--- src/rtl/pingpong_bank_reader.sv ---
// pingpong_bank_reader: drains a filled ping-pong BRAM bank through a
// 1-cycle-latency read port into a valid/ready stream via a 2-entry skid FIFO.
// Ports: clk, rst (async, active-high)
//        bank_valid/bank_sel in, bank_done out : bank handoff with the writer
//        rd_bank/rd_en/rd_addr out, rd_data in  : BRAM read port
//        m_valid/m_data/m_last out, m_ready in  : output stream
module pingpong_bank_reader #(
  parameter int ADDR_W = 6,
  parameter int DATA_W = 8,
  parameter int DEPTH  = 8
) (
  input  logic              clk,
  input  logic              rst,
  input  logic              bank_valid,
  input  logic              bank_sel,
  output logic              bank_done,
  output logic              rd_bank,
  output logic              rd_en,
  output logic [ADDR_W-1:0] rd_addr,
  input  logic [DATA_W-1:0] rd_data,
  output logic              m_valid,
  output logic [DATA_W-1:0] m_data,
  output logic              m_last,
  input  logic              m_ready
);

  localparam int CW = $clog2(DEPTH + 1);
  localparam logic [CW-1:0]     DEPTH_C = CW'(DEPTH);
  localparam logic [CW-1:0]     LASTW_C = CW'(DEPTH - 1);
  localparam logic [ADDR_W-1:0] LASTA_C = ADDR_W'(DEPTH - 1);

  typedef enum logic [1:0] {
    S_IDLE,
    S_READ,
    S_DRAIN,
    S_REL
  } state_t;

  state_t state_q, state_d;

  logic              rd_bank_q;
  logic [CW-1:0]     issue_cnt_q;
  logic [CW-1:0]     out_cnt_q;
  logic [ADDR_W-1:0] addr_q, addr_d;
  logic              inflight_q;

  logic [DATA_W-1:0] mem_q  [2];
  logic              last_q [2];
  logic              wr_ptr_q, rd_ptr_q;
  logic [1:0]        count_q, count_d;

  logic       start;
  logic       push;
  logic       pop;
  logic [2:0] credit;

  assign start   = (state_q == S_IDLE) && bank_valid;
  assign push    = inflight_q;
  assign m_valid = (count_q != 2'd0);
  assign pop     = m_valid && m_ready;
  assign m_data  = mem_q[rd_ptr_q];
  assign m_last  = m_valid && last_q[rd_ptr_q];
  assign rd_bank = rd_bank_q;
  assign rd_addr = addr_q;

  // Words already owed to the FIFO: stored plus the read still in the BRAM.
  assign credit  = {1'b0, count_q} + {2'b00, inflight_q};

  // rd_addr wraps at DEPTH so it never points past the bank.
  assign addr_d  = (addr_q == LASTA_C) ? '0 : addr_q + ADDR_W'(1);

  always_comb begin
    count_d = count_q;
    unique case ({push, pop})
      2'b10:   count_d = count_q + 2'd1;
      2'b01:   count_d = count_q - 2'd1;
      default: count_d = count_q;
    endcase
  end

  // State register
  always_ff @(posedge clk or posedge rst) begin
    if (rst) state_q <= S_IDLE;
    else     state_q <= state_d;
  end

  // Next-state logic
  always_comb begin
    state_d = state_q;
    unique case (state_q)
      S_IDLE:  if (bank_valid) state_d = S_READ;
      S_READ:  if (rd_en && issue_cnt_q == LASTW_C) state_d = S_DRAIN;
      S_DRAIN: if (pop && m_last) state_d = S_REL;
      S_REL:   state_d = S_IDLE;
      default: state_d = S_IDLE;
    endcase
  end

  // Output logic; a read is issued only if its word still has a FIFO
  // slot once this cycle's pop has been taken.
  always_comb begin
    rd_en     = 1'b0;
    bank_done = 1'b0;
    unique case (state_q)
      S_READ:  rd_en = (issue_cnt_q < DEPTH_C) &&
                       (credit < (3'd2 + {2'b00, pop}));
      S_REL:   bank_done = 1'b1;
      default: ;
    endcase
  end

  // Datapath: counters, in-flight tracking and skid FIFO
  always_ff @(posedge clk or posedge rst) begin
    if (rst) begin
      rd_bank_q   <= 1'b0;
      issue_cnt_q <= '0;
      out_cnt_q   <= '0;
      addr_q      <= '0;
      inflight_q  <= 1'b0;
      wr_ptr_q    <= 1'b0;
      rd_ptr_q    <= 1'b0;
      count_q     <= 2'd0;
      for (int i = 0; i < 2; i++) begin
        mem_q[i]  <= '0;
        last_q[i] <= 1'b0;
      end
    end else begin
      inflight_q <= rd_en;
      count_q    <= count_d;
      if (push) begin
        mem_q[wr_ptr_q]  <= rd_data;
        last_q[wr_ptr_q] <= (out_cnt_q == LASTW_C);
        wr_ptr_q         <= ~wr_ptr_q;
        out_cnt_q        <= out_cnt_q + CW'(1);
      end
      if (pop) rd_ptr_q <= ~rd_ptr_q;
      if (start) begin
        rd_bank_q   <= bank_sel;
        issue_cnt_q <= '0;
        out_cnt_q   <= '0;
        addr_q      <= '0;
      end else if (rd_en) begin
        issue_cnt_q <= issue_cnt_q + CW'(1);
        addr_q      <= addr_d;
      end
    end
  end

  a_no_overflow: assert property (
    @(posedge clk) disable iff (rst)
    !(push && !pop && count_q == 2'd2)
  );

endmodule

--- config.mk ---
export PLATFORM = sky130hd
export DESIGN_NAME = pingpong_bank_reader
export DESIGN_NICKNAME = d
export VERILOG_FILES = /design/src/rtl/pingpong_bank_reader.sv
export SDC_FILE = /design/constraint.sdc
export NUM_CORES = 1
export LEC_CHECK = 0
export ABC_AREA = 1
export BUFFER_PORTS_ARGS = -buffer_cell sky130_fd_sc_hd__buf_2
export CORE_MARGIN = 2
export CORE_UTILIZATION = 40
export DETAILED_ROUTE_END_ITERATION = 16
export GPL_ROUTABILITY_DRIVEN = 0
export PLACE_DENSITY = 0.68
export SYNTH_ARGS = -nofsm -noshare
export SYNTH_HDL_FRONTEND = slang
export SYNTH_SLANG_ARGS = --single-unit
--- constraint.sdc ---
create_clock -name clk -period 2.25 [get_ports clk]
set_input_delay 0.45 -clock clk [delete_from_list [all_inputs] [get_ports clk]]
set_output_delay 0.45 -clock clk [all_outputs]
set_load 0.005 [all_outputs]
# After elaboration in Yosys (flattened, before gate mapping)
# Index checks and enable logic that the tools add are counted.
dict set report totals {
  regBits 40
}
dict set report op_classes {
  addsub 7
  order_cmp 5
  eq_ne 11
  muxes 26
  n_bitwise 4
  reduce_logical 13
}
# cell n
set ops {}
lappend ops {{$mux W8} 4}
lappend ops {{$mux W6} 3}
lappend ops {{$bwmux W16} 1}
lappend ops {{$mux W4} 4}
lappend ops {{$add A4 B1 Y4 const B} 2}
lappend ops {{$demux W8 S1} 1}
lappend ops {{$eq A4 B3 Y1 const B} 2}
lappend ops {{$pmux W2 S4} 1}
lappend ops {{$reduce_bool A2 Y1} 4}
lappend ops {{$logic_and A1 B1 Y1} 7}
lappend ops {{$add A6 B1 Y6 const B} 1}
lappend ops {{$eq A2 B2 Y1 const B} 3}
lappend ops {{$eq A6 B3 Y1 const B} 1}
lappend ops {{$mux W1} 6}
lappend ops {{$mux W2} 3}
lappend ops {{$ne A2 B2 Y1 const B} 3}
lappend ops {{$eq A2 B1 Y1 const B} 2}
lappend ops {{$ge A2 B2 Y1 const B} 2}
lappend ops {{$lt A4 B4 Y1 const B} 1}
lappend ops {{$not A1 Y2} 2}
lappend ops {{$pmux W2 S2} 1}
lappend ops {{$add A2 B1 Y3} 1}
lappend ops {{$add A2 B1 Y3 const A} 1}
lappend ops {{$lt A3 B3 Y1} 1}
lappend ops {{other kinds (8)} 9}

# Depth between registers and ports, before layout
dict set report depth {
  word_depth 9
  depth_mapped 9
  depth_no_buf 9
}

# Least setup slack after synthesis
# No wires, ideal clock.
dict set report synth_timing {
  path_kind {flip-flop to output port}
  from {reg inflight_q}
  to {out rd_en}
  t_arrival_ns 1.283
  required_time_ns 1.800
  slack_ns 0.517
  path_stages_with_launch 6
  path_buffers 0
  path_cell_list {dfrtp_1 > ha_1 > ha_1 > nor3b_2 > nand2_4 > clkinv_4}
}
dict set report synth_via {
  elab_chain_len 4
}
# item line_no
set synth_lines {}
lappend synth_lines {{start, declared} 45} ;# logic inflight_q;
lappend synth_lines {{start signal, assigned} 128} ;# inflight_q <= rd_en;
lappend synth_lines {{$add A2 B1 Y3} 67} ;# assign credit = {1'b0, count_q} + {2'b00, inflight_q};
lappend synth_lines {{$lt A3 B3 Y1} 106} ;# (credit < (3'd2 + {2'b00, pop}));
lappend synth_lines {{$logic_and A1 B1 Y1} 105} ;# S_READ: rd_en = (issue_cnt_q < DEPTH_C) &&
lappend synth_lines {{$mux W1} 104} ;# unique case (state_q)
lappend synth_lines {{end, declared} 18} ;# output logic rd_en,
# No other way between the ends.

# Worst setup path after layout
dict set report layout_timing {
  from {reg count_q[0]}
  to {out rd_en}
}
dict set report layout_via {
  elab_chain_len 6
  elab_cells_between_ends 7
  cone_classes {add/sub (2); order compare (1); mux (1); reduce/logical (3)}
}
# item line_no
set layout_lines {}
lappend layout_lines {{start, declared} 50} ;# logic [1:0] count_q, count_d;
lappend layout_lines {{start signal, assigned} 129} ;# count_q <= count_d;
lappend layout_lines {{$reduce_bool A2 Y1} 59} ;# assign m_valid = (count_q != 2'd0);
lappend layout_lines {{$logic_and A1 B1 Y1} 60} ;# assign pop = m_valid && m_ready;
lappend layout_lines {{$add A2 B1 Y3} 106}
lappend layout_lines {{$lt A3 B3 Y1 *} 106}
lappend layout_lines {{$logic_and A1 B1 Y1 *} 105}
lappend layout_lines {{$mux W1 *} 104}
# Mark *: on every way between the ends. The rest lies on a longest branch, timed or not.

==> flow_metrics.env <==
export IMPL_outcome="finished, final reports clean"
export IMPL_yosys_warnings=0
export IMPL_hold_violations=0
export IMPL_die_h_um=75.54
export IMPL_wire_per_inst_um=11.49
export IMPL_fin_tns_setup_ns=0
export IMPL_max_slew_margin=0.6706
export IMPL_core_mm2=0.005010
export IMPL_die_w_um=75.54
export IMPL_antenna_found_initial=0
export IMPL_ys_seq_elements=40
export IMPL_area_growth_pct=17.54
export IMPL_synth_top_cell_area_share=0.4890
export IMPL_cts_sinks=40
export IMPL_internal_power_mw=1.813
export IMPL_clk_latency_ns=0.29
export IMPL_fmax_mhz=475.4
export IMPL_ys_types=32
export IMPL_netlist_area_mm2=0.002047
export IMPL_numCtsBuffers=5
export IMPL_ctsHoldBuffers=0
export IMPL_layout_commonest_cell="nand2_1"
export IMPL_syn_nets=253
export IMPL_crit_fanout=8
export IMPL_period_minus_slack_ns=2.103
export IMPL_maxSlewViolCount=0
export IMPL_drt_total_wl_um=3906
export IMPL_firstDrtPassIters=7
export IMPL_drtAntennaViolNets=0
export IMPL_ys_flop_type="dfrtp_1"
export IMPL_cts_tree="done"
export IMPL_ys_async_sr_fraction=1.000
export IMPL_seq_area_frac_synth=0.4890
export IMPL_powerDensity_mw_per_mm2=1264
export IMPL_cp_arrival_ns=1.65
export IMPL_grt_pass1_vias=1556
export IMPL_clk_path_buf_depth=2
export IMPL_tightest_slew_ns=0.4941
export IMPL_synthCells=229
export IMPL_crit_type="reg2out"
export IMPL_multi_input_comb_area_um2=919.6
export IMPL_fin_crit_sh=0.9349
export IMPL_rsz0062_at_grt="false"
export IMPL_pwr_share_seq=0.412
export IMPL_fill_cells=505
export IMPL_yosys_area_top_type="dfrtp_1"
export IMPL_p_comb_frac=0.435
export IMPL_grt_overflow=0
export IMPL_row_count=26
export IMPL_synth_edf_count=0
export IMPL_io_pins=32
export IMPL_dp_worst_setup_slack_ns=0.3006
export IMPL_vdd_drop_max_mv=0.4399
export IMPL_fin_util=0.4803
export IMPL_finalClockSkew_ns=0.004338
export IMPL_seq_area_mm2=0.001003
export IMPL_synth_area_leaders="dfrtp_1, nand2_1, ha_1, o21ai_0, inv_1"
export IMPL_place_area_mm2=0.002293
export IMPL_htreeDepth=2
export IMPL_p_leak_nw=1.276
export IMPL_mostFrequentLayoutCells="nand2_1, dfrtp_1, buf_2, inv_1, o21ai_0"
export IMPL_portBuffers=31
export IMPL_drc=0
export IMPL_insertedDiodeCount=0
export IMPL_grt_max_degree=41
export IMPL_cts_root_buffer="clkbuf_8"
export IMPL_start_util=0.4086
export IMPL_start_kind="flip-flop"
export IMPL_p_sw_mw=1.228
export IMPL_grt_pass1_wl_um=6699
export IMPL_die_area_mm2=0.005706
export IMPL_drt_iter0_drc=81
export IMPL_end_kind="primary output"
export IMPL_setup_violations=0
export IMPL_drive_gt1_frac=0.2444
export IMPL_vias_per_cell=4.744
export IMPL_switching_share=0.4038
export IMPL_cap_violations=0
export IMPL_hp_class="in2async"
export IMPL_grtUsageTotal=0.1557
export IMPL_final_area_mm2=0.002406
export IMPL_post_dp_hpwl_um=2820
export IMPL_vias=1613
export IMPL_syn_area_per_cell_um2=8.939
export IMPL_crit_required_ns=1.80
export IMPL_fin_nets=294
export IMPL_layout_setup_ws_ns=0.1465
export IMPL_path_clk_slew_ns=0.08
export IMPL_pwr_share_clk=0.154
-- what timing repair did --
item,4_1_cts,5_1_grt
gates resized for setup,1,2
gates cloned,0,0
pin swaps,1,2
endpoints found under the setup margin,1,1
setup buffers,1,2
-- cell usage after synthesis (2+ instances only) --
| library cell | n |
|---|---|
| o21ai_0 | 20 |
| nand2_4 | 3 |
| nand4_1 | 3 |
| inv_2 | 4 |
| clkbuf_1 | 2 |
| nand3_1 | 14 |
| mux2_2 | 3 |
| nor2_1 | 10 |
| xor2_1 | 5 |
| nand2_1 | 60 |
| inv_1 | 23 |
| dfrtp_1 | 40 |
| nor3_1 | 5 |
| ha_1 | 11 |
| nand2_2 | 3 |
| a21oi_1 | 6 |
| mux2_4 | 2 |
-- registers in the layout, indices dropped and copies added (netlist names) --
register / count
wr_ptr_q: 1
rd_addr: 6
mem_q: 16
count_q: 2
out_cnt_q: 4
issue_cnt_q: 4
inflight_q: 1
state_q: 2
rd_bank: 1
last_q: 2
rd_ptr_q: 1
-- per-stage QoR --
stage	instances	hold WS (ns)	power (mW)
detailed placement	330	0.4729	2.557
floorplan	229	0.4493	2.137
finish	340	0.2652	3.042
global placement	330	0.4578	2.513
global route	340	0.3123	3.338
CTS	338	0.2837	3.037
-- cells by family after synthesis --
family / count (synthesis) / share of synthesized area
xor gates and xnor gates: 6 / 0.02567
DFF: 40 / 0.4890
AOI/OAI and AO/OA: 29 / 0.07397
adders and majority gates: 11 / 0.06724
and+or+nand+nor: 106 / 0.2482
muxes: 5 / 0.03117
buffers and inverters: 32 / 0.06479
-- layer usage --
metal / global-route usage / share of wire / vias to the layer above
met5: 0 / 0 / -
met4: 0.06433 / 0.018 / 0
met3: 0.03836 / 0.038 / 6
met2: 0.2580 / 0.47 / 25
met1: 0.1950 / 0.47 / 764
li1: - / - / 818
-- worst max-delay path, cell delays in order, from the launching register on --
cell and delay [ns]:
dfrtp_2 0.44, ha_1 0.19, ha_1 0.20, nor3b_4 0.23, nand2_4 0.10, clkinv_4 0.08, buf_2 0.11
-- area by class of cell --
type	instances	share of cell area
Inverter	29	0.04732
Multi-Input combinational cell	157	0.3822
Clock buffer	5	0.02860
Timing Repair Buffer	37	0.08320
Tap cell	70	0.03640
Clock inverter	2	0.005200
Sequential cell	40	0.4171
-- power by group through the flow --
stage / sequential [mW] / combinational, mW / clock, mW
finish: 1.25 / 1.32 / 0.468
global route: 1.30 / 1.55 / 0.497
CTS: 1.25 / 1.31 / 0.473
detailed placement: 1.27 / 1.29 / 0
global placement: 1.26 / 1.25 / 0
floorplan: 1.22 / 0.919 / 0
-- path summary, 6_finish.rpt --
path | slack, ns | depth (start not counted) | from | endpoint
setup reg to reg | 0.60 | 7 | count_q[0] | rd_addr[4]
min in group clk | 0.36 | 3 | bank_sel | rd_bank
hold reg to reg | 0.49 | 2 | rd_bank | rd_bank
hold / removal | 0.27 | 3 | rst | mem_q[1]
setup / recovery | 0.15 | 6 | count_q[0] | rd_en
max in group asynchronous | 1.62 | 3 | rst | inflight_q
No activity file was read; power rests on OpenSTA's default activity.
